**config.mk**
```make
export PLATFORM = sky130hd
export DESIGN_NAME = pc_fetch_ctrl
export DESIGN_NICKNAME = d
export VERILOG_FILES = /design/src/rtl/riscv_pkg.sv /design/src/rtl/pc_next_mux.sv /design/src/rtl/pc_fetch_ctrl.sv
export SDC_FILE = /design/constraint.sdc
export NUM_CORES = 1
export LEC_CHECK = 0
export ABC_AREA = 1
export BUFFER_PORTS_ARGS = -buffer_cell sky130_fd_sc_hd__buf_2
export CAP_MARGIN = 20
export CORE_MARGIN = 2
export CORE_UTILIZATION = 54
export DETAILED_ROUTE_END_ITERATION = 10
export PLACE_DENSITY_LB_ADDON = 0.08
export RECOVER_POWER = 100
export SKIP_LAST_GASP = 1
export SYNTH_ARGS = -nofsm -noshare
export SYNTH_HDL_FRONTEND = slang
export SYNTH_SLANG_ARGS = --single-unit
```
**constraint.sdc**
```tcl
create_clock -name clk_i -period 3.8 [get_ports clk_i]
set_clock_uncertainty 0.1 [all_clocks]
set_input_delay 0.19 -clock clk_i [delete_from_list [all_inputs] [get_ports clk_i]]
set_output_delay 0.19 -clock clk_i [all_outputs]
set_load 0.1 [all_outputs]
```
**src/rtl/riscv_pkg.sv**
```systemverilog
// Shared front-end definitions: fetch FSM states, instruction constants and a target alignment helper.
package riscv_pkg;

    localparam int          ILEN      = 32;
    localparam logic [31:0] INSTR_NOP = 32'h0000_0013;

    typedef enum logic [1:0] {
        S_IDLE,
        S_REQ,
        S_WAIT,
        S_OUT
    } fetch_state_e;

    function automatic logic is_misaligned(input logic [1:0] lsb);
        return lsb != 2'b00;
    endfunction

endpackage

```
**src/rtl/pc_next_mux.sv**
```systemverilog
// Next-PC selection for the fetch stage: redirect beats stall, stall beats sequential advance.
module pc_next_mux #(
    parameter int AW = 32
) (
    input  logic [AW-1:0] pc_i,
    input  logic          redirect_i,
    input  logic [AW-1:0] target_i,
    input  logic          stall_i,
    input  logic          advance_i,
    output logic [AW-1:0] pc_next_o
);

    always_comb begin
        pc_next_o = pc_i;
        if (redirect_i) begin
            pc_next_o = target_i;
        end else if (advance_i && !stall_i) begin
            // wraps modulo 2^AW with no indication
            pc_next_o = pc_i + AW'(4);
        end
    end

endmodule

```
**src/rtl/pc_fetch_ctrl.sv**
```systemverilog
// Fetch-stage PC controller: owns the PC, issues single-outstanding imem requests, presents
// instructions to IF/ID and flushes the front pipe on redirect. Optional FETCH_MISALIGN_TRAP_EN.
module pc_fetch_ctrl
    import riscv_pkg::*;
#(
    parameter int          AW       = 32,
    parameter logic [AW-1:0] RESET_PC = '0
) (
    input  logic            clk_i,
    input  logic            rst_i,
    input  logic            stall_i,
    input  logic            br_valid_i,
    input  logic            pc_sel_i,
    input  logic [AW-1:0]   pc_target_i,
    output logic            imem_req_o,
    output logic [AW-1:0]   imem_addr_o,
    input  logic            imem_gnt_i,
    input  logic            imem_rvalid_i,
    input  logic [ILEN-1:0] imem_rdata_i,
    output logic            if_valid_o,
    output logic [AW-1:0]   if_pc_o,
    output logic [ILEN-1:0] if_instr_o,
    output logic            flush_o,
    output logic            misalign_o
);

    fetch_state_e    state_q, state_d;
    logic [AW-1:0]   pc_q, pc_d;
    logic            drop_q, drop_d;
    logic [AW-1:0]   if_pc_q, if_pc_d;
    logic [ILEN-1:0] if_instr_q, if_instr_d;

    logic            redirect;
    logic            load_redirect;
    logic            misalign_hit;
    logic            halt;
    logic            advance;
    logic [AW-1:0]   target_load;

`ifdef FETCH_MISALIGN_TRAP_EN
    logic misalign_q, misalign_d;

    assign halt          = misalign_q;
    // once halted, later redirects are ignored until reset
    assign redirect      = br_valid_i & pc_sel_i & ~misalign_q;
    assign misalign_hit  = redirect & is_misaligned(pc_target_i[1:0]);
    assign target_load   = pc_target_i;
    assign misalign_o    = misalign_q;
`else
    assign halt          = 1'b0;
    assign redirect      = br_valid_i & pc_sel_i;
    assign misalign_hit  = 1'b0;
    assign target_load   = pc_target_i & ~AW'(3);
    assign misalign_o    = 1'b0;
`endif

    assign load_redirect = redirect & ~misalign_hit;
    assign advance       = (state_q == S_OUT) & ~redirect;

    pc_next_mux #(.AW(AW)) u_pc_next_mux (
        .pc_i       (pc_q),
        .redirect_i (load_redirect),
        .target_i   (target_load),
        .stall_i    (stall_i),
        .advance_i  (advance),
        .pc_next_o  (pc_d)
    );

    always_comb begin
        state_d    = state_q;
        drop_d     = drop_q;
        if_pc_d    = if_pc_q;
        if_instr_d = if_instr_q;
`ifdef FETCH_MISALIGN_TRAP_EN
        misalign_d = misalign_q;
`endif
        case (state_q)
            S_IDLE: begin
                if (!halt) state_d = S_REQ;
            end
            S_REQ: begin
                // an accepted request is still in flight, so a redirect must discard its reply
                if (imem_gnt_i) begin
                    state_d = S_WAIT;
                    if (redirect) drop_d = 1'b1;
                end
            end
            S_WAIT: begin
                if (imem_rvalid_i) begin
                    drop_d = 1'b0;
                    if (drop_q || redirect) begin
                        state_d = S_REQ;
                    end else begin
                        state_d    = S_OUT;
                        if_pc_d    = pc_q;
                        if_instr_d = imem_rdata_i;
                    end
                end else if (redirect) begin
                    drop_d = 1'b1;
                end
            end
            S_OUT: begin
                if (redirect || !stall_i) state_d = S_REQ;
            end
            default: state_d = S_IDLE;
        endcase
`ifdef FETCH_MISALIGN_TRAP_EN
        if (misalign_hit) begin
            state_d    = S_IDLE;
            drop_d     = 1'b0;
            misalign_d = 1'b1;
        end
`endif
    end

    always_ff @(posedge clk_i) begin
        if (rst_i) begin
            state_q    <= S_IDLE;
            pc_q       <= RESET_PC;
            drop_q     <= 1'b0;
            if_pc_q    <= '0;
            if_instr_q <= '0;
`ifdef FETCH_MISALIGN_TRAP_EN
            misalign_q <= 1'b0;
`endif
        end else begin
            state_q    <= state_d;
            pc_q       <= pc_d;
            drop_q     <= drop_d;
            if_pc_q    <= if_pc_d;
            if_instr_q <= if_instr_d;
`ifdef FETCH_MISALIGN_TRAP_EN
            misalign_q <= misalign_d;
`endif
        end
    end

    assign imem_req_o  = (state_q == S_REQ);
    assign imem_addr_o = pc_q;
    assign if_valid_o  = (state_q == S_OUT) & ~redirect;
    assign if_pc_o     = if_pc_q;
    assign if_instr_o  = if_instr_q;
    assign flush_o     = redirect;

endmodule

```
* Word level (Yosys, flattened, before mapping)
Index checks and enable logic that the tools add are counted.
** Operators by class
- Add/sub/neg operators :: 1
- Bitwise logic cells :: 4
- Reduce and logical (&&, ||, !) cells :: 11
- Equality and inequality tests :: 6
- Mux-type cells :: 11
** Operators by type and width (number)
- $mux 32 :: 2
- $add 32x3->32 const B :: 1
- $mux 2 :: 4
- $pmux 2 s4 :: 1
- $reduce_and 3->1 :: 2
- $eq 2x2->1 const B :: 2
- $ne 2x2->1 const B :: 2
- $reduce_bool 2->1 :: 2
- $mux 1 :: 3
- $and 1x1->1 :: 2
- $eq 2x1->1 const B :: 1
- $logic_not 2->1 :: 1
- $logic_or 1x1->1 :: 2
- $ne 2x1->1 const B :: 1
- $not 1->1 :: 2
- $pmux 1 s2 :: 1
- $reduce_and 2->1 :: 1
- $reduce_or 2->1 :: 1
- $logic_and 1x1->1 :: 1
- $logic_not 1->1 :: 1
** Word-level totals
- Input bits :: 71
- Word-level logic and storage cells :: 39
- Output and inout bits :: 100
- Register bits :: 99

* Logic depth before layout (Yosys ltp)
- Depth in word-level cells :: 6
- Mapped depth :: 10
- Gate-level depth less buffers :: 10

* Cells and area by module
A second synthesis with hierarchy kept.
** Second synthesis, totals
- Cell total of the unflattened synthesis :: 698
- Area total of the unflattened synthesis :: 4803.4 µm²
** By module, submodules not included
- pc_fetch_ctrl :: area each 3430.8 µm², times used 1, seq. area each 1981.9 µm², cells each 427
- pc_next_mux :: area each 1372.6 µm², times used 1, seq. area each 0.0 µm², cells each 271

* Worst setup path before layout
OpenSTA, ideal clock, no wires.
- Kind :: flip-flop to flip-flop
- From :: register pc_q[3] (netlist: imem_addr_o[3])
- To :: register pc_q[28] (netlist: imem_addr_o[28])
- Arrival :: 2.090 ns
- Library setup time :: 0.135 ns
- Slack :: 1.475 ns
- Stages on the path, launching flop included :: 11
- Period minus slack after synthesis :: 2.325 ns
- Required time :: 3.565 ns
- Cell sequence :: dfxtp_1 > ha_1 > nand2_1 > nor2_2 > nand2_2 > nor2_1 > nand2_1 > nand2_1 > nand3_1 > nand2_1 > a21oi_1
** On the way
- Word-level cells in the longest chain between the ends :: 3
** Ends and longest elaborated chain
- start, declared :: line pc_fetch_ctrl.sv:28 : logic [AW-1:0] pc_q, pc_d;
- start signal, assigned :: line pc_fetch_ctrl.sv:128 : pc_q <= pc_d;
- $add 32x3->32 :: line pc_next_mux.sv:19 : pc_next_o = pc_i + AW'(4);
- $mux 32 :: line pc_next_mux.sv:17 : end else if (advance_i && !stall_i) begin
- $mux 32 :: line pc_next_mux.sv:15 : if (redirect_i) begin
No other way between the ends. The select of a mux whose other input is x is not followed.
A chain may end at the register's enable or synchronous reset.

* Worst setup path after layout
- From :: register state_q[0]
- To :: register if_instr_q[13] (netlist: if_instr_o[13])
** On the way
- Word-level cells in the longest chain between the ends :: 2
** Ends and longest elaborated chain
- start, declared :: line pc_fetch_ctrl.sv:27 : fetch_state_e state_q, state_d;
- start signal, assigned :: line pc_fetch_ctrl.sv:127 : state_q <= state_d;
- $eq 2x2->1 :: line pc_fetch_ctrl.sv:77 : case (state_q)
- $reduce_and 3->1 (no source line)
- end signal, assigned :: line pc_fetch_ctrl.sv:131 : if_instr_q <= if_instr_d;
- end, declared :: line pc_fetch_ctrl.sv:31 : logic [ILEN-1:0] if_instr_q, if_instr_d;
No other way between the ends.

==> metrics.md <==
| Metric | Value |
|---|---|
| Core area | 8640 um2 |
| Bufs on Longest Clock Path | 2 |
| Synth top area cells | dfxtp_1, nand2_1, a21oi_1, inv_1, nor2_1 |
| Sw Ratio | 45.9% |
| FF-to-FF End | if_instr_o[13] |
| Tightest Pin Transition | 1230 ps |
| Post-synth top area share | 40.1% |
| Setup WS pre-CTS | 1360 ps |
| R2R setup slack | 1200 ps |
| Slew Limit Fails | 0 |
| Fillers | 861 |
| Antenna violations before repair | 0 |
| Met3 Routed Length | 886 um |
| Post-CTS resize count | 0 |
| LEAKAGE | 2.14 nW |
| Cell family with most CP delay | simple AND/OR/NAND/NOR gates |
| Die height | 97.7 um |
| Final number of hold-violating endpoints | 0 |
| Most common cell after layout, fill and taps aside | nand2_1 |
| Vias in the first global route | 4,536 |
| Die area | 9540 um2 |
| First-pass GRT wire length | 21,000 um |
| Synth Area per Inst | 6.87 um2 |
| Final HPWL DP | 9070 um |
| Yosys cell types | 31 |
| Worst R2R Path Depth | 6 |
| Routed length per instance | 13.4 um |
| GRT Util Overall | 26.4% |
| Largest net degree at the start of global routing | 95 |
| Cell Pwr Density | 482 nW/um2 |
| R2r startpoint | state_q[0] |
| Routability congestion estimate from global placement | 0.861 |
| Yosys warnings | 0 |
| Met1 WL | 5640 um |
| N_diodes | 0 |
| ANT nets after route | 0 |
| VDD IR max | 0.196 mV |
| Max_cap viols | 0 |
| Initial DRC count | 264 |
| Mapped cell area | 4740 um2 |
| Worst setup margin | 1200 ps |
| Die Width | 97.7 um |
| Sequential element share of the synthesized area | 40.1% |
| Cell Chain, Critical Path | inv_1 -> ha_1 -> nand3_1 -> buf_16 -> o21ai_0 -> a21oi_1 |
| Clock Root Buffer | clkbuf_8 |
| Layout cells sized above 1 | 15.3% |
| Crit path from | state_q[0] |
| Max Used Layer | met4 |
| Required @ worst endpoint | 3940 ps |
| Cell Area, Placed | 5580 um2 |
| Max stage delay on crit path | 840 ps |
| Max Fanout on Critical Path | 94 |
| Post-synth EDFFs | 0 |
| CTS clk-pin slew, worst paths | 100 ps |
| Io pins | 171 |
| Worst-skew pair later-pin latency | 360 ps |
| Total number of vias | 4,934 |
| Total clock sinks | 95 |
| Synth async-reset ratio | 0% |
| Crit path launch type | flip-flop |
| Commonest cells after routing, fill and taps aside | nand2_1, inv_1, dfxtp_1, clkbuf_1, a21oi_1 |
| RSZ-0062 raised after global routing | no |
| Row count | 34 |
| 1st-pass router iterations | 5 |
| CTS buffer count | 9 |
| Slew Limit Headroom | 18.2% |
| Port bufs | 163 |
| Worst Setup End Kind | flip-flop |
| Via-to-Cell Ratio | 5.20 |
| Final cell count without fillers | 949 |
| Synth Register Bits | 95 |
| Crit path to | if_instr_o[13] |
| CTS tree | done |
| Max H-tree Level | 3 |
| Crit Path Category | reg -> reg |
| Synth area leader | dfxtp_1 |
| FMAX | 0.385 GHz |
| Crit path DAT | 2730 ps |
| Starting Density | 54.9% |
| Clock power share | 23.2% |
| WP buf/inv | 2 |
| Sw power | 1.25 mW |
| Fin crit share | 68.3% |
| Worst path depth | 6 |
| # DRC | 0 |
| Placed Instances | 930 |
| Min cycle time layout | 2600 ps |
| Hold WC Path Type | in -> reg |
| Combinational share of power | 35.2% |
| Final wirelength | 12,700 um |
| Sequential share of power | 41.6% |
| Status | complete, no violations |
| Internal Power | 1.47 mW |
| NumNets Final | 912 |
| CTS Hold Bufs | 4 |
| Final TNS setup | 0 ps |
| Setup violators final | 0 |
| # Post-CTS Setup Buffers | 0 |
| DR WL met2 | 6040 um |
| Post-Layout Inst Area | 5650 um2 |
| CP max-delay cell | nand3_1 |
| Cells after Synth | 690 |
| Gr ovfl total | 0 |
| Area Overhead vs Synth | 19.2% |
| Top FF cell, synth | dfxtp_1 |
cells by family after synthesis:
| logic type | count (synthesis) | synth area share (%) |
|---|---|---|
| AO/OA/AOI/OAI | 157 | 17.8 |
| adder cells (fa/ha/maj) | 4 | 1.06 |
| buffers and inverters | 140 | 12.4 |
| flip-flops | 95 | 40.1 |
| other | 1 | 0.0791 |
| AND/OR/NAND/NOR | 293 | 28.5 |
cells in the mapped netlist (all sizes together) (2+ instances only):
master / number
nor3: 4
o21ai: 54
nor2: 100
a21oi: 84
buf: 22
o211ai: 6
nand3: 47
ha: 4
a22oi: 2
dfxtp: 95
a211oi: 2
nand2: 133
a31oi: 8
nand4: 6
inv: 100
clkbuf: 18
through the flow:
| step | power (mW) | hold WS, ps | utilization (%) |
|---|---|---|---|
| 6_report | 2.72 | 4.06 | 65.4 |
| 5_1_grt | 2.84 | 22.3 | 65.4 |
| 4_1_cts | 2.76 | 0.615 | 67.1 |
| 3_5_place_dp | 2.13 | 331 | 64.6 |
| 3_3_place_gp | 2.10 | 330 | 63.9 |
| 2_1_floorplan | 1.97 | 258 | - |
power by group through the flow:
| stage | combinational (mW) | sequential [mW] | clock, mW |
|---|---|---|---|
| 5_1_grt | 1.02 | 1.14 | 0.675 |
| 3_3_place_gp | 0.955 | 1.15 | 0 |
| 4_1_cts | 0.986 | 1.13 | 0.642 |
| 6_report | 0.960 | 1.13 | 0.632 |
| 3_5_place_dp | 0.982 | 1.15 | 0 |
| 2_1_floorplan | 0.339 | 1.63 | 0 |
worst min path at each step:
stage	start	endpoint	slack [ps]	cells after the start
detailed placement	if_pc_o[17]	if_pc_o[17]	330	2
floorplan	pc_target_i[6]	imem_addr_o[6]	260	2
global placement	if_instr_o[16]	if_instr_o[16]	330	2
global route	pc_target_i[5]	imem_addr_o[5]	20	3
finish	imem_rdata_i[7]	if_instr_o[7]	4	3
CTS	imem_rdata_i[2]	if_instr_o[2]	0.6	3
worst register-to-register path, cell delays in order (launching register included):
cell     delay, ps
dfxtp_1        350
inv_1           90
ha_1           240
nand3_1        840
buf_16         560
o21ai_0        230
a21oi_1         60
metal layers:
| metal | vias up | global-route usage, % |
|---|---|---|
| met5 | - | 0 |
| met4 | 0 | 9.51 |
| met3 | 19 | 3.81 |
| met2 | 195 | 43.8 |
| met1 | 2242 | 35.2 |
| li1 | 2478 | - |
layout make-up:
class,instances,area [um2],area share [%]
multi-input cells,459,2250,39.8
repair buffers,172,815,14.4
clock buffers,9,124,2.19
well taps,108,135,2.39
clock inverters,6,53.8,0.952
flip-flops and latches,95,1900,33.7
inverters,100,375,6.64
flip-flops by register name, summed over array words and instances, names as in the netlist:
name	flops
drop_q	1
imem_addr_o	30
if_instr_o	32
if_pc_o	30
state_q	2
Power figures use the tool's default switching activity.
